File: src/rtl/array_read_arbiter_if.sv
// Bundle of the requester-side and array-side streams of array_read_arbiter.
// slave  : the arbiter's view (drives grants, responses and the array address).
// master : the surrounding system's view (requesters plus the array).
interface array_read_arbiter_if #(
  parameter int N_REQ = 4,
  parameter int intN  = 8,
  parameter int addrN = 8
);
  logic [N_REQ*addrN-1:0] req_addr;
  logic [N_REQ-1:0]       req_valid;
  logic [N_REQ-1:0]       req_ready;
  logic [intN-1:0]        rsp_data;
  logic [N_REQ-1:0]       rsp_valid;
  logic [N_REQ-1:0]       rsp_ready;
  logic [addrN-1:0]       arr_addr;
  logic                   arr_addr_valid;
  logic                   arr_addr_ready;
  logic [intN-1:0]        arr_data;
  logic                   arr_data_valid;
  logic                   arr_data_ready;

  modport slave (
    input  req_addr, req_valid, rsp_ready, arr_addr_ready, arr_data, arr_data_valid,
    output req_ready, rsp_data, rsp_valid, arr_addr, arr_addr_valid, arr_data_ready
  );

  modport master (
    output req_addr, req_valid, rsp_ready, arr_addr_ready, arr_data, arr_data_valid,
    input  req_ready, rsp_data, rsp_valid, arr_addr, arr_addr_valid, arr_data_ready
  );
endinterface

File: src/rtl/array_read_arbiter.sv
// Shares one array read port among N_REQ requesters.
// Address side: 2-state FSM (IDLE grants, HOLD presents the address to the array).
// Data side: in-order tag FIFO routes each returned word back to its issuer.
// Optional macro ARB_FIXED_PRIO_EN: lowest-index requester always wins
// (rr_ptr held at 0); otherwise round-robin starting at rr_ptr.
module array_read_arbiter #(
  parameter int N_REQ   = 4,
  parameter int intN    = 8,
  parameter int addrN   = 8,
  parameter int MAX_OUT = 4
) (
  input logic clk,
  input logic rst,
  array_read_arbiter_if.slave bus
);
  localparam int IW = $clog2(N_REQ);
  localparam int PW = $clog2(MAX_OUT);
  localparam int CW = PW + 1;

  typedef enum logic {IDLE, HOLD} state_t;

  state_t           state;
  logic [IW-1:0]    rr_ptr, gnt_idx, win_idx, head;
  logic [addrN-1:0] gnt_addr;
  logic             addr_valid_q;
  logic             win_found, grant, push, pop, fifo_full, fifo_empty;
  logic [IW-1:0]    tag_mem [MAX_OUT];
  logic [PW-1:0]    wr_ptr, rd_ptr;
  logic [CW-1:0]    count;

  assign fifo_full  = (count == CW'(MAX_OUT));
  assign fifo_empty = (count == '0);
  assign head       = tag_mem[rd_ptr];

  // Winner pick: scan downward so the lowest-priority match is overwritten
  // by the highest-priority one (first valid at/after rr_ptr, or index 0).
  always_comb begin
    win_found = 1'b0;
    win_idx   = '0;
`ifdef ARB_FIXED_PRIO_EN
    for (int i = N_REQ-1; i >= 0; i--) begin
      if (bus.req_valid[i]) begin
        win_found = 1'b1;
        win_idx   = IW'(i);
      end
    end
`else
    for (int k = N_REQ-1; k >= 0; k--) begin
      if (bus.req_valid[(int'(rr_ptr) + k) % N_REQ]) begin
        win_found = 1'b1;
        win_idx   = IW'((int'(rr_ptr) + k) % N_REQ);
      end
    end
`endif
  end

  // Grant only from IDLE with room for another tag; reset masks the
  // combinational ack so nothing is accepted while the system is reset.
  assign grant         = (state == IDLE) && !fifo_full && win_found && !rst;
  assign bus.req_ready = grant ? (N_REQ'(1) << win_idx) : '0;

  assign push = (state == HOLD) && bus.arr_addr_ready;
  assign pop  = bus.arr_data_valid && bus.arr_data_ready;

  assign bus.arr_addr       = gnt_addr;
  assign bus.arr_addr_valid = addr_valid_q;

  // Response routing is purely combinational; with no tag outstanding any
  // array data is left stalled rather than dropped or misdelivered.
  assign bus.rsp_data       = bus.arr_data;
  assign bus.rsp_valid      = (bus.arr_data_valid && !fifo_empty) ? (N_REQ'(1) << head) : '0;
  assign bus.arr_data_ready = !fifo_empty && bus.rsp_ready[head];

  // Address FSM: latch the winner in IDLE, hold it stable until the array takes it.
  always_ff @(posedge clk or posedge rst) begin
    if (rst) begin
      state        <= IDLE;
      rr_ptr       <= '0;
      gnt_idx      <= '0;
      gnt_addr     <= '0;
      addr_valid_q <= 1'b0;
    end else begin
      case (state)
        IDLE: if (grant) begin
          gnt_idx      <= win_idx;
          gnt_addr     <= bus.req_addr[win_idx*addrN +: addrN];
          addr_valid_q <= 1'b1;
          state        <= HOLD;
        end
        HOLD: if (bus.arr_addr_ready) begin
          addr_valid_q <= 1'b0;
          state        <= IDLE;
`ifndef ARB_FIXED_PRIO_EN
          rr_ptr       <= (gnt_idx == IW'(N_REQ-1)) ? '0 : gnt_idx + IW'(1);
`endif
        end
        default: state <= IDLE;
      endcase
    end
  end

  // Tag FIFO pointers and occupancy; simultaneous push and pop cancel.
  always_ff @(posedge clk or posedge rst) begin
    if (rst) begin
      wr_ptr <= '0;
      rd_ptr <= '0;
      count  <= '0;
    end else begin
      if (push) wr_ptr <= wr_ptr + PW'(1);
      if (pop)  rd_ptr <= rd_ptr + PW'(1);
      count <= count + CW'(push) - CW'(pop);
    end
  end

  // Tag storage needs no reset: entries are only read once counted valid.
  always_ff @(posedge clk) begin
    if (push) tag_mem[wr_ptr] <= gnt_idx;
  end
endmodule

File: src/flat_wrapper.sv
// flat-port wrapper written by rule: the top's interface ports become plain ports
module array_read_arbiter_flat 
#(
  parameter int N_REQ   = 4,
  parameter int intN    = 8,
  parameter int addrN   = 8,
  parameter int MAX_OUT = 4
)
  (clk, rst, bus_req_addr, bus_req_valid, bus_rsp_ready, bus_arr_addr_ready, bus_arr_data, bus_arr_data_valid, bus_req_ready, bus_rsp_data, bus_rsp_valid, bus_arr_addr, bus_arr_addr_valid, bus_arr_data_ready);
  array_read_arbiter_if #(.N_REQ(N_REQ), .intN(intN), .addrN(addrN)) bus_i ();
  input logic clk;
  input logic rst;
  input wire logic [$bits(bus_i.req_addr)-1:0] bus_req_addr;
  input wire logic [$bits(bus_i.req_valid)-1:0] bus_req_valid;
  input wire logic [$bits(bus_i.rsp_ready)-1:0] bus_rsp_ready;
  input wire logic [$bits(bus_i.arr_addr_ready)-1:0] bus_arr_addr_ready;
  input wire logic [$bits(bus_i.arr_data)-1:0] bus_arr_data;
  input wire logic [$bits(bus_i.arr_data_valid)-1:0] bus_arr_data_valid;
  output wire logic [$bits(bus_i.req_ready)-1:0] bus_req_ready;
  output wire logic [$bits(bus_i.rsp_data)-1:0] bus_rsp_data;
  output wire logic [$bits(bus_i.rsp_valid)-1:0] bus_rsp_valid;
  output wire logic [$bits(bus_i.arr_addr)-1:0] bus_arr_addr;
  output wire logic [$bits(bus_i.arr_addr_valid)-1:0] bus_arr_addr_valid;
  output wire logic [$bits(bus_i.arr_data_ready)-1:0] bus_arr_data_ready;
  assign bus_i.req_addr = bus_req_addr;
  assign bus_i.req_valid = bus_req_valid;
  assign bus_i.rsp_ready = bus_rsp_ready;
  assign bus_i.arr_addr_ready = bus_arr_addr_ready;
  assign bus_i.arr_data = bus_arr_data;
  assign bus_i.arr_data_valid = bus_arr_data_valid;
  assign bus_req_ready = bus_i.req_ready;
  assign bus_rsp_data = bus_i.rsp_data;
  assign bus_rsp_valid = bus_i.rsp_valid;
  assign bus_arr_addr = bus_i.arr_addr;
  assign bus_arr_addr_valid = bus_i.arr_addr_valid;
  assign bus_arr_data_ready = bus_i.arr_data_ready;
  array_read_arbiter #(.N_REQ(N_REQ), .intN(intN), .addrN(addrN), .MAX_OUT(MAX_OUT)) u_core (.clk(clk), .rst(rst), .bus(bus_i));
endmodule
File: config.mk
export PLATFORM = sky130hd
export DESIGN_NAME = array_read_arbiter_flat
export DESIGN_NICKNAME = d
export VERILOG_FILES = /design/src/rtl/array_read_arbiter_if.sv /design/src/rtl/array_read_arbiter.sv /design/src/flat_wrapper.sv
export SDC_FILE = /design/constraint.sdc
export NUM_CORES = 1
export LEC_CHECK = 0
export ABC_AREA = 1
export CORE_MARGIN = 5
export CORE_UTILIZATION = 44
export DETAILED_ROUTE_END_ITERATION = 7
export GPL_ROUTABILITY_DRIVEN = 0
export PLACE_DENSITY_LB_ADDON = 0.2
export SETUP_SLACK_MARGIN = 0.1
export SLEW_MARGIN = 15
export SYNTH_ARGS = -nofsm -noshare
export SYNTH_HDL_FRONTEND = slang
export SYNTH_SLANG_ARGS = --single-unit
File: constraint.sdc
create_clock -name clk -period 3 [get_ports clk]
set_input_delay 0.45 -clock clk [delete_from_list [all_inputs] [get_ports clk]]
set_output_delay 0.45 -clock clk [all_outputs]
set_load 0.005 [all_outputs]
# Word level (Yosys, flattened, before mapping)

Memory sizes are Yosys's and may differ from the RTL's.
Index checks and enable logic that the tools add are counted.

Output and inout bits: 26
Memory bits (writable): 8
Bits of input ports: 52
Memories: 1
Flip-flop bits (word level): 21
Logic and storage cells: 82

Memory list:

| memory         | depth | bits a word | rd ports | clocked after Yosys merged registers in | write ports | RTL line                 | source |
|---|---|---|---|---|---|---|---|
| u_core.tag_mem | 4     | 2           | 1        | 0                                       | 1           | array_read_arbiter.sv:27 | `logic [IW-1:0] tag_mem [MAX_OUT];` |

Shift-type cells: 3
$lt $le $gt $ge: 5
Muxes and demuxes: 32
Reductions and logical operators: 17
Equal/unequal tests: 4
$add $sub $neg: 8
Bitwise operators: 4

Operators by type and width:

| kind                                                       | number |
|---|---|
| indexed part select 32 x 6 -> 8 bit                        | 1 |
| 2-to-1 mux 1 bit                                           | 18 |
| less-than comparator 3 x 4 -> 1 bit, second input constant | 3 |
| binary-select mux 1 bit (select 2 bit)                     | 5 |
| 2-to-1 mux 2 bit                                           | 5 |
| adder 2 x 1 -> 2 bit, second input constant                | 4 |
| 2-to-1 mux 4 bit                                           | 2 |
| left shift 1 x 2 -> 4 bit, first input constant            | 2 |
| logical AND 1 bit                                          | 7 |
| less-than comparator 2 x 3 -> 1 bit, second input constant | 2 |
| AND reduction 2 bit                                        | 3 |
| OR reduction 2 bit                                         | 3 |
| adder 2 bit, second input constant                         | 2 |
| case mux 1 bit (2 select lines)                            | 2 |
| adder 3 x 1 -> 3 bit                                       | 1 |
| AND 1 bit, first input constant                            | 3 |
| == test 3 bit, second input constant                       | 1 |
| zero test 1 bit                                            | 3 |
| zero test 3 bit                                            | 1 |
| subtractor 3 x 1 -> 3 bit                                  | 1 |
| == test 2 bit, second input constant                       | 1 |
| != test 2 x 1 -> 1 bit, second input constant              | 1 |
| != test 2 bit, second input constant                       | 1 |
| inverter 1 bit                                             | 1 |

# Depth between registers and ports, before layout

Gate-level depths: netlist (run 1).

Depth after elaboration: 14
Mapped depth: 16
Gate-level depth less buffers: 16

# Worst setup path before layout (run 1)

No wires, ideal clock.

Path kind: reg-to-reg
Start: reg u_core.rd_ptr[0]
End: reg u_core.count[2]
Data required time: 2.871 ns
Stages on the path, launching flop included: 17
Buffers on the path: 0
Data arrival time: 2.407 ns
Setup time: 0.129 ns
Period minus slack after synthesis: 2.535 ns
Setup slack: 0.465 ns
Cells stage by stage: dfrtp_1 nor2_1 nor2_1 o21ai_0 nand2_1 nand2_1 or2_1 nand2_1 inv_1 nand3_1 inv_1 ha_1 inv_1 ha_1 fa_1 xnor2_1 xor2_1

Cells in the longest elaborated chain, start to end: 6

RTL lines:

| element                                | RTL line                  | source |
|---|---|---|
| from (decl)                            | array_read_arbiter.sv:28  | `logic [PW-1:0] wr_ptr, rd_ptr;` |
| from (signal assigned)                 | array_read_arbiter.sv:110 | `if (pop) rd_ptr <= rd_ptr + PW'(1);` |
| memory read (4 x 2 bit)                | n/a                       |  |
| binary-select mux 1 bit (select 2 bit) | array_read_arbiter.sv:72  | `assign bus.arr_data_ready = !fifo_empty && bus.rsp_ready[head];` |
| 2-to-1 mux 1 bit (implied by the code) | array_read_arbiter.sv:72  |  |
| logical AND 1 bit                      | array_read_arbiter.sv:72  |  |
| logical AND 1 bit                      | array_read_arbiter.sv:63  | `assign pop = bus.arr_data_valid && bus.arr_data_ready;` |
| named net u_core.pop                   | array_read_arbiter.sv:26  | `logic win_found, grant, push, pop, fifo_full, fifo_empty;` |
| subtractor 3 x 1 -> 3 bit              | array_read_arbiter.sv:111 | `count <= count + CW'(push) - CW'(pop);` |
| to (signal assigned)                   | array_read_arbiter.sv:111 |  |
| to (decl)                              | array_read_arbiter.sv:29  | `logic [CW-1:0] count;` |

The timed path passes the listed nets, and every way through them passes these cells. The select of a mux whose other input is x is not followed.
A chain may end at the register's enable or synchronous reset.

# Final worst setup path (run 1)

Start: in bus_req_valid[3]
End: out bus_req_ready[2]

Cells in the longest elaborated chain, start to end: 10
Elaborated cells on any way between the ends: 23
Those cells by class: 1 x shift; 20 x mux; 2 x reduce/logical

RTL lines:

| element                                              | RTL line                 | source |
|---|---|---|
| from (decl)                                          | flat_wrapper.sv:14       | `input wire logic [$bits(bus_i.req_valid)-1:0] bus_req_valid;` |
| binary-select mux 1 bit (select 2 bit)               | array_read_arbiter.sv:49 | `if (bus.req_valid[(int'(rr_ptr) + k) % N_REQ]) begin` |
| 2-to-1 mux 1 bit (implied by the code) (2 in series) | array_read_arbiter.sv:49 |  |
| 2-to-1 mux 1 bit (4 in series)                       | array_read_arbiter.sv:49 |  |
| logical AND 1 bit (2 in series)                      | array_read_arbiter.sv:59 | `assign grant = (state == IDLE) && !fifo_full && win_found && !rst;` |
| 2-to-1 mux 4 bit *                                   | array_read_arbiter.sv:60 | `assign bus.req_ready = grant ? (N_REQ'(1) << win_idx) : '0;` |
| to (decl)                                            | flat_wrapper.sv:19       | `output wire logic [$bits(bus_i.req_ready)-1:0] bus_req_ready;` |

Mark *: on every way between the ends. The rest lies on a longest branch, timed or not. The select of a mux whose other input is x is not followed.

==> reports/qor.yml, run 1 <==
timing:
  worst_slew_pin_slew_ns: 0.289
  max_freq_mhz: 357
  rsz0062_at_grt: "no"
  post-route-period-util_pct: 93.4
  finalHoldViolCount: 0
  fin_skew_ns: 0.00633
  slew_headroom_pct: 80.6
  final.setup.tns_ns: 0
  drv_slew: 0
  setup_viol_count_final: 0
  min_period_ns: 2.80
final_layout:
  diodes: 0
  utilization_pct: 63.6
  stdcell_count: 394
  drive_above_1_share_pct: 11.4
  final_nets: 401
  area_growth_pct: 41.0
  fillers: 405
detailed_routing:
  drtIter0Drc: 41
  first_pass_iters: 4
  wl_um: 4410
  via_per_inst: 4.73
  postRouteAntennaNets: 0
  routedWlPerCell_um: 11.2
  drc_errors: 0
  vias: 1862
critical_path:
  arrival_ns: 2.35
  timing.rr.start: "u_core.rd_ptr[0]$_DFFE_PP0P_"
  crit_path_cell_trace: "clkdlybuf4s50_1 > inv_1 > o21ai_2 > nand2_1 > nand2_1 > inv_1 > nand3b_1 > nand3_2 > inv_2 > nand2_1 > nor2_2 > clkdlybuf4s50_1"
  cp-end-kind: "output port"
  critPathRequiredTime_ns: 2.55
  worst_path_max_delay_cell: "clkdlybuf4s50_1"
  rrSetupSlack_ns: 0.34
  critPathMaxStageDelay_ns: 0.50
  path_common_cell: "nand2_1"
  critPathTopFamily: "buffers and inverters"
  cp.buffers_inverters: 5
  critPathLaunchType: "input port"
  startpoint: "bus_req_valid[3]"
  path_max_fanout: 4
  crit_type: "input port to output port"
yosys:
  yosys.cell_types.count: 28
  ys.flop_type: "dfrtp_1"
  synth_edf_count: 8
  postSynthAreaPerCell_um2: 7.16
  synth.ff_latch_count: 29
  ys.warnings.count: 0
  synth_cells: 274
  seq_area_frac_synth_pct: 39.0
  netlist_area_um2: 1960
  async_reset_ff_share_pct: 72.4
  syn-num-nets: 334
power_and_ir_drop:
  p_leak_nw: 1.43
  total_power_mw: 3.02
  pwr_density_cell_nw_per_um2: 1090
  ir_worst_vdd_v: 0.000504
  swShare_pct: 45.0
  seq_power_share_pct: 24.4
  p_int_mw: 1.66
  p_switching_mw: 1.36
  combPwrFrac_pct: 64.8
  p_clk_share_pct: 10.8
clock_tree:
  htree_levels: 2
  postCtsHoldBufs: 0
  clk_latency_ns: 0.28
  cts_tree: "done"
  path_clk_slew_ns: 0.06
  clock-root-buffer: "clkbuf_8"
  clockBufferDepth: 2
  cts_buffers: 5
  clock-sinks: 29
grt:
  grt_usage_pct: 15.5
  grt_pass1_wl_um: 7520
  grt_start_max_net_pins: 22
  grt_overflow_total: 0
  grt_antenna_before_repair: 0
  first_global_vias: 1806
placed_design:
  dp_hpwl_um: 3470
  io_buffer_count: 61
  dp_cells: 384
die:
  io_pins: 78
  start_util_pct: 45.1
  fp.dieH_um: 76.8
  die_w_um: 76.8
  rows: 24
  placeableCoreArea_um2: 4350
  die_area_um2: 5900
hold_path:
  hold_path_class: "flop to flop"
  hp-start: "u_core.bus.arr_addr[7]$_DFFE_PP0P_"
outcome:
  status: "finished, final reports clean"
job:
  cap_violations: 0
[cell type report]
cell class                 count  area (µm²)  share of cell area, %
clock buffer                   8        90.1                   3.25
inverter                      28         105                   3.80
multi-input combinational    202        1020                   36.8
sequential                    29         769                   27.8
tap                           52        65.1                   2.35
timing repair buffer          75         719                   26.0
[cell families after synthesis]
logic type                 count (synthesis)  share of synthesized area [%]
and+or+nand+nor                          175                           38.3
buffers and inverters                     43                           11.0
DFF                                       29                           39.0
AOI/OAI and AO/OA                         13                           3.51
adders and majority gates                  8                           5.48
xor gates and xnor gates                   6                           2.68
[cell usage in the layout, fill, tap and decap left out, types with 2 or more instances in the layout]
master,instances
ha_1,7
o21ai_0,3
nor2_1,19
inv_2,4
nand3b_1,2
nand2_1,115
dfrtp_2,3
dfrtp_1,18
dlymetal6s2s_1,2
clkdlybuf4s50_1,58
a21oi_1,3
buf_4,14
edfxtp_1,8
inv_1,24
nor3_1,3
nand3_1,26
o21ai_1,3
nand3_2,3
xor2_1,3
nand2_2,2
clkbuf_1,2
xnor2_1,2
clkbuf_8,6
[path summary, 6_finish.rpt]
path,end,depth (start not counted)
min reg2reg,u_core.bus.arr_addr[7]$_DFFE_PP0P_,2
min,u_core.bus.arr_addr[7]$_DFFE_PP0P_,2
min in group asynchronous,u_core.bus.arr_addr[2]$_DFFE_PP0P_,3
max reg2reg,u_core.count[2]$_DFF_PP0_,15
max in group asynchronous,u_core.rr_ptr[0]$_DFFE_PP0P_,3
max,bus_req_ready[2],12
[routing by layer]
layer	global-route usage, %	wire length (µm)	part of all wire (%)	up-vias
met5	0	0	0	-
met4	6.29	68	1.5	0
met3	5.04	399	9.0	5
met2	27.9	2120	48	57
met1	16.5	1830	41	816
li1	-	-	-	984
[per-stage QoR]
step | instance area, µm² | hold slack, ns | setup WS [ns]
floorplan | 1960 | 0.435 | 0.465
global placement | 2620 | 0.465 | 0.119
detailed placement | 2620 | 0.465 | 0.0804
CTS | 2710 | 0.480 | 0.145
global route | 2770 | 0.499 | 0.0462
finish | 2770 | 0.476 | 0.197
[state kept, by name, indices dropped and copies added (netlist names)]
name / flops
u_core.state: 1
u_core.wr_ptr: 2
u_core.gnt_idx: 2
u_core.tag_mem: 8
u_core.count: 3
u_core.rd_ptr: 2
u_core.bus.arr_addr_valid: 1
u_core.bus.arr_addr: 8
u_core.rr_ptr: 2
[worst reg2reg max path, stage by stage, from the launching register on]
cell and delay, ns:
dfrtp_2 0.44, inv_2 0.11, o21ai_1 0.10, nand2_1 0.13
nand2_1 0.08, or2_1 0.21, nand2_1 0.07, inv_1 0.05
nand3_2 0.10, inv_1 0.05, ha_1 0.27, inv_1 0.04
ha_1 0.19, fa_1 0.41, xnor2_2 0.15, xor2_1 0.14
[cells in the mapped netlist, drive strengths merged (2+ instances only)]
| library cell | number | area share [%] |
|---|---|---|
| ha | 7 | 4.5 |
| nand2 | 119 | 24 |
| xor2 | 3 | 1.3 |
| inv | 28 | 5.4 |
| xnor2 | 3 | 1.3 |
| o21ai | 7 | 1.8 |
| dfrtp | 21 | 27 |
| a21oi | 4 | 1.0 |
| nand3b | 2 | 0.76 |
| nor2 | 20 | 3.8 |
| buf | 15 | 5.7 |
| nand3 | 30 | 8.5 |
| nor3 | 3 | 0.76 |
| edfxtp | 8 | 12 |
[power groups by stage]
stage / Sequential, mW / Combinational (mW) / Clock, mW
finish: 0.734 / 1.96 / 0.326
global route: 0.760 / 2.24 / 0.352
CTS: 0.730 / 1.91 / 0.334
detailed placement: 0.733 / 1.89 / 0
global placement: 0.732 / 1.87 / 0
floorplan: 0.691 / 1.31 / 0
[timing repair]
| item | 4_1_cts | 5_1_grt |
|---|---|---|
| pin swaps | 0 | 1 |
| endpoints found under the setup margin | 4 | 4 |
| resized for setup | 3 | 14 |
| buffers inserted | 0 | 2 |
| cloned | 0 | 0 |
Note: power is estimated with default switching activity, not from simulation.
==> run 2, diff against run 1 <==
--- a/config.mk
+++ b/config.mk
@@ -8,9 +8,10 @@
 export ABC_AREA = 1
 export CORE_MARGIN = 5
 export CORE_UTILIZATION = 44
+export CTS_CLUSTER_SIZE = 14
 export DETAILED_ROUTE_END_ITERATION = 7
 export GPL_ROUTABILITY_DRIVEN = 0
-export PLACE_DENSITY_LB_ADDON = 0.2
+export PLACE_DENSITY = 0.85
 export SETUP_SLACK_MARGIN = 0.1
 export SLEW_MARGIN = 15
 export SYNTH_ARGS = -nofsm -noshare
==> run 2 against run 1 <==
- non-clock buffer count down 1
- core utilization down 0.26 points
- combinational power down 3%
- register-to-register slack worse by 0.07 ns
- setup slack better by 0.074 ns
- die area unchanged
- critical path type is now flop to flop
==> reports/qor.yml, run 2 (synthesis gave the netlist of run 1 again) <==
timing:
  finalHoldViolCount: 0  # unchanged
  min_period_ns: 2.73  # -0.0745 ns
  holdWs_ns: 0.480  # +0.00408 ns
  worst_slew_pin_slew_ns: 0.266  # -0.0227 ns
  final.setup.tns_ns: 0  # unchanged
  setup_viol_count_final: 0  # unchanged
  max_freq_mhz: 366  # +2.7%
  rsz0062_at_grt: "yes"
  drv_slew: 0  # unchanged
  fin_skew_ns: 0.00325  # -0.00309 ns
  slew_headroom_pct: 82.1  # +1.4 points
  post-route-period-util_pct: 91.0  # -2.5 points
job:
  cap_violations: 0  # unchanged
final_layout:
  drive_above_1_share_pct: 9.97  # -1.4 points
  diodes: 0  # unchanged
  utilization_pct: 63.3  # -0.26 points
  area_growth_pct: 40.4
  final_cell_mix: "nand2_1, clkdlybuf4s50_1, nand3_1"
  layout_commonest_cell: "nand2_1"
  final_nets: 400  # -0.25%
die:
  rows: 24  # unchanged
  placeableCoreArea_um2: 4350  # unchanged
  die_area_um2: 5900  # unchanged
  fp.dieH_um: 76.8  # unchanged
  start_util_pct: 45.1  # unchanged
  die_w_um: 76.8  # unchanged
  io_pins: 78  # unchanged
grt:
  grt_antenna_before_repair: 0  # unchanged
  grt_start_max_net_pins: 22  # unchanged
  grt_pass1_wl_um: 7890  # +4.9%
  grt_overflow_total: 0  # unchanged
  grt_usage_pct: 16.1  # +0.62 points
  first_global_vias: 1832  # +1.4%
critical_path:
  critPathLaunchType: "flop"
  path_max_fanout: 6  # +2
  timing.rr.start: "u_core.rd_ptr[0]$_DFFE_PP0P_"
  arrival_ns: 2.89  # +0.54 ns
  reg2reg_depth: 15  # unchanged
  rrSetupSlack_ns: 0.27  # -0.07 ns
  cp-end-kind: "flop"
  crit_type: "flop to flop"
  reg2reg_to: "u_core.count[2]$_DFF_PP0_"
  critPathRequiredTime_ns: 3.16  # +0.61 ns
power_and_ir_drop:
  p_leak_nw: 1.46  # +2.5%
  ir_worst_vdd_v: 0.000616  # +22%
  pwr_density_cell_nw_per_um2: 1080  # -0.58%
  total_power_mw: 2.99  # -0.98%
clock_tree:
  htree_levels: 2  # unchanged
  clock-sinks: 29  # unchanged
  path_clk_slew_ns: 0.06  # about the same
  clk_latency_ns: 0.28  # about the same
  clockBufferDepth: 2  # unchanged
  postCtsHoldBufs: 0  # unchanged
  cts_buffers: 5  # unchanged
  cts_tree: "done"
  clock-root-buffer: "clkbuf_8"
detailed_routing:
  postRouteAntennaNets: 0  # unchanged
  wl_um: 4610  # +4.5%
  via_per_inst: 4.80  # +1.6%
  first_pass_iters: 4  # unchanged
  vias: 1887  # +1.3%
  routedWlPerCell_um: 11.7  # +4.8%
  drc_errors: 0  # unchanged
  drtIter0Drc: 68  # +66%
hold_path:
  hold_path_class: "flop to flop"
  hp-start: "u_core.count[1]$_DFF_PP0_"
  worstHoldPathCells: 1  # -1
  hold_end: "u_core.count[2]$_DFF_PP0_"
outcome:
  status: "finished, final reports clean"
placed_design:
  io_buffer_count: 61  # unchanged
  dp_hpwl_um: 3710  # +6.9%
-- run 2: cell types whose count changed in the layout (fill, tap and decap cells not counted), sizes merged --
cell           delta
buf               -1
clkinv            +1
dlygate4sd2       -1
clkdlybuf4s50     -1
dlymetal6s2s      +2
clkbuf            -1
-- run 2: worst max path at each step --
stage / startpoint / endpoint / slack (ns) / cells after the start
5_1_grt: u_core.rd_ptr[1]$_DFFE_PP0P_ / u_core.count[2]$_DFF_PP0_ / 0.009 / 16
2_1_floorplan: u_core.rd_ptr[0]$_DFFE_PP0P_ / u_core.count[2]$_DFF_PP0_ / 0.46 / 16
4_1_cts: bus_req_valid[3] / bus_req_ready[0] / 0.10 / 11
6_report: u_core.rd_ptr[0]$_DFFE_PP0P_ / u_core.count[2]$_DFF_PP0_ / 0.27 / 15
3_5_place_dp: bus_req_valid[3] / bus_req_ready[0] / 0.11 / 11
3_3_place_gp: bus_req_valid[3] / bus_req_ready[0] / 0.17 / 11
-- run 2: report_power, final --
| group | switching (mW) | total (mW) | internal (mW) | leakage (nW) |
|---|---|---|---|---|
| clock network | 0.139 | 0.346 | 0.207 | 0.0542 |
| registers | 0.151 | 0.737 | 0.586 | 0.326 |
| logic | 1.05 | 1.90 | 0.851 | 1.08 |
| total | 1.34 | 2.99 | 1.64 | 1.46 |
-- run 2: stage by stage --
stage	setup slack [ns]	instance area (µm²)	std cells
2_1_floorplan	0.465	1960	274
3_3_place_gp	0.168	2600	382
3_5_place_dp	0.109	2600	382
4_1_cts	0.104	2710	390
5_1_grt	0.00945	2760	393
6_report	0.271	2760	393
-- run 2: cell type report --
class	instances	area, µm²
Tap cell	52	65.1
Sequential cell	29	768
Multi-Input combinational cell	202	998
Clock buffer	7	96.3
Fill cell	370	1600
Clock inverter	1	5.00
Timing Repair Buffer	74	718
Inverter	28	105
-- run 2: layer usage --
metal	wire length (µm)	vias to the layer above	track usage [%]	share of wire, %
met3	471	8	5.85	10
met1	1880	825	18.5	41
met5	0	-	0	0
met2	2170	74	26.9	47
met4	86	0	6.82	1.9
li1	-	980	-	-
-- run 2: worst max-delay path, cell delays in order, from the launching register on --
cell and delay [ns]:
dfrtp_2 0.44, inv_2 0.10, o21ai_0 0.11, nand2_1 0.14, nand2_1 0.08, or2_1 0.20, nand2_1 0.08, inv_1 0.04
nand3_1 0.14, inv_1 0.07, ha_1 0.28, inv_1 0.04, ha_1 0.18, fa_1 0.41, xnor2_2 0.15, xor2_1 0.14
-- run 2: repair_timing --
action	4_1_cts	5_1_grt
gates resized for setup	1	8
setup endpoints to repair	3	5
setup buffers	0	3
pin swaps	0	0
==> run 3, diff against run 2 <==
--- a/config.mk
+++ b/config.mk
@@ -5,13 +5,12 @@
 export SDC_FILE = /design/constraint.sdc
 export NUM_CORES = 1
 export LEC_CHECK = 0
-export ABC_AREA = 1
 export CORE_MARGIN = 5
-export CORE_UTILIZATION = 44
+export CORE_UTILIZATION = 41
 export CTS_CLUSTER_SIZE = 14
 export DETAILED_ROUTE_END_ITERATION = 7
 export GPL_ROUTABILITY_DRIVEN = 0
-export PLACE_DENSITY = 0.85
+export PLACE_DENSITY = 0.84
 export SETUP_SLACK_MARGIN = 0.1
 export SLEW_MARGIN = 15
 export SYNTH_ARGS = -nofsm -noshare
==> run 3 against run 2 <==
- clock power down 6.1%
- synthesized cell count down 47%
- die area down 7.9%
- hold slack better by 0.018 ns
- critical path depth down 9
- critical path type is now input port to output port
- routed wire length down 14%
==> reports/qor.yml, run 3 <==
final_layout:
  drive_above_1_share_pct: 13.1  # +3.2 points
  diodes: 0  # unchanged
  layout_commonest_cell: "clkdlybuf4s50_1"
  final_cell_mix: "clkdlybuf4s50_1, dfrtp_1, mux2i_1"
  final_nets: 272  # -32%
  postLayoutCellArea_um2: 2430  # -12%
  area_growth_pct: 46.3
timing:
  rsz0062_at_grt: "yes"
  slew_headroom_pct: 45.3  # -37 points
  max_freq_mhz: 350  # -4.6%
  holdWs_ns: 0.498  # +0.0179 ns
  setup_viol_count_final: 0  # unchanged
  drv_slew: 0  # unchanged
  post-route-period-util_pct: 95.3  # +4.4 points
  min_period_ns: 2.86  # +0.131 ns
  finalHoldViolCount: 0  # unchanged
  final.setup.tns_ns: 0  # unchanged
  worst_slew_pin_slew_ns: 0.819  # +0.553 ns
  fin_skew_ns: 0.00371  # +0.000461 ns
yosys:
  yosysMostFrequentCell: "dfrtp_1"
  yosys.cell_types.count: 39  # +39%
  synth_edf_count: 8  # unchanged
  synth_cells: 146  # -47%
  async_reset_ff_share_pct: 72.4  # unchanged
  ys.warnings.count: 0  # unchanged
  netlist_area_um2: 1660  # -15%
  yosys-top-cells-area: "dfrtp_1, edfxtp_1, mux2i_1"
  syn-num-nets: 206  # -38%
  postSynthAreaPerCell_um2: 11.4  # +59%
  synth.ff_latch_count: 29  # unchanged
  ys.flop_type: "dfrtp_1"
  synth_top_cell_by_area: "dfrtp_1"
  yosys-top-cells-count: "dfrtp_1, mux2i_1, nand2_1, inv_1, buf_4"
  synth_top_area_share_pct: 31.6  # +4.8 points
  seq_area_frac_synth_pct: 46.0  # +7.0 points
clock_tree:
  htree_levels: 2  # unchanged
  cts_buffers: 5  # unchanged
  postCtsHoldBufs: 0  # unchanged
  clk_latency_ns: 0.27  # about the same
  postCtsSetupRepairBufs: 0  # unchanged
  clock-sinks: 29  # unchanged
  cts_tree: "done"
  clockBufferDepth: 2  # unchanged
  path_clk_slew_ns: 0.06  # about the same
  clock-root-buffer: "clkbuf_8"
grt:
  grt_start_max_net_pins: 22  # unchanged
  grt_usage_pct: 15.7  # -0.41 points
  grt_pass1_wl_um: 6500  # -18%
  grt_overflow_total: 0  # unchanged
  first_global_vias: 1458  # -20%
  grt_antenna_before_repair: 0  # unchanged
critical_path:
  critPathLaunchType: "input port"
  crit_type: "input port to output port"
  cp-end-kind: "output port"
  critPathRequiredTime_ns: 2.55  # -0.61 ns
  path_max_fanout: 4  # -2
  arrival_ns: 2.41  # -0.48 ns
job:
  cap_violations: 0  # unchanged
detailed_routing:
  wl_um: 3940  # -14%
  via_per_inst: 5.13  # +6.7%
  top_layer_used: "met4"
  first_pass_iters: 4  # unchanged
  drtIter0Drc: 26  # -62%
  wirelength_met1_um: 1480  # -21%
  wl_met3_um: 458  # -2.8%
  postRouteAntennaNets: 0  # unchanged
  routedWlPerCell_um: 15.0  # +28%
  drc_errors: 0  # unchanged
  vias: 1348  # -29%
  dr_wl_met2_um: 1990  # -8.6%
die:
  io_pins: 78  # unchanged
  rows: 23  # -4.2%
  placeableCoreArea_um2: 3970  # -8.8%
  die_area_um2: 5430  # -7.9%
  start_util_pct: 41.9  # -3.2 points
  fp.dieH_um: 73.7  # -4.0%
  die_w_um: 73.7  # -4.0%
outcome:
  status: "finished, final reports clean"
hold_path:
  hold_path_class: "flop to flop"
placed_design:
  placed_cell_area_um2: 2330  # -10%
  io_buffer_count: 61  # unchanged
  dp_hpwl_um: 3180  # -14%
power_and_ir_drop:
  ir_worst_vdd_v: 0.000388  # -37%
  pwr_density_cell_nw_per_um2: 830  # -23%
  p_leak_nw: 1.08  # -26%
run 3: cell types whose count changed after synthesis, sizes merged, moves of 4 or more:
cell    delta
nand2    -103
and3       +4
nand3     -29
inv       -18
buf        -4
o21ai      -4
mux2i     +19
o221ai     +8
nor2      -14
run 3: path summary, 6_finish.rpt:
path | from | to | slack [ns] | depth (start not counted)
max | bus_req_valid[2] | bus_req_ready[1] | 0.14 | 6
min | u_core.bus.arr_addr_valid$_DFFE_PP0P_ | u_core.bus.arr_addr_valid$_DFFE_PP0P_ | 0.50 | 2
max reg2reg | u_core.rd_ptr[0]$_DFFE_PP0P_ | u_core.count[2]$_DFF_PP0_ | 0.30 | 9
min reg2reg | u_core.bus.arr_addr_valid$_DFFE_PP0P_ | u_core.bus.arr_addr_valid$_DFFE_PP0P_ | 0.50 | 2
max in group asynchronous | rst | u_core.count[2]$_DFF_PP0_ | 1.79 | 2
min in group asynchronous | rst | u_core.rd_ptr[1]$_DFFE_PP0P_ | 0.70 | 2
run 3: stage by stage:
step	setup WS (ns)	cells	power, mW	util, %
after CTS	0.123	263	2.04	61.0
final	0.140	263	2.02	61.3
after floorplan	0.418	146	1.27	-
after global routing	0.0788	263	2.19	61.3
after detailed placement	0.0606	255	1.71	58.7
after global placement	0.0849	255	1.66	58.7
run 3: what timing repair did:
item / CTS / global route
gates resized for setup: 2 / 4
setup endpoints to repair: 2 / 4
endpoints found under the hold margin: 0 / 0
run 3: critical path: stages:
cell             delay (ns)
clkdlybuf4s50_1        0.51
nor4_1                 0.08
or4_4                  0.49
or2_4                  0.29
nor2_1                 0.09
clkdlybuf4s50_1        0.50
run 3: where the power goes:
| part | internal, mW | switching (mW) | total, mW |
|---|---|---|---|
| Clock | 0.187 | 0.138 | 0.325 |
| Combinational | 0.568 | 0.404 | 0.972 |
| Sequential | 0.582 | 0.143 | 0.724 |
run 3: kinds of logic after synthesis:
group           share of synthesized area [%]
simple gates                             11.8
xor+xnor                                 2.63
buf+inv                                  7.14
flops                                    46.0
fa+ha+maj                                6.47
compound gates                           9.55
mux                                      16.4
run 3: layout make-up:
| type | count | area (µm²) |
|---|---|---|
| multi-input cells | 95 | 790 |
| clock buffers | 8 | 90.1 |
| flip-flops and latches | 29 | 766 |
| repair buffers | 71 | 689 |
| fillers | 332 | 1540 |
| inverters | 10 | 37.5 |
| well taps | 50 | 62.6 |
run 3: per-layer routing:
layer / up-vias / track usage, %
met2: 64 / 27.0
met5: - / 0
met4: 0 / 4.83
met1: 634 / 16.4
li1: 648 / -
met3: 2 / 8.48
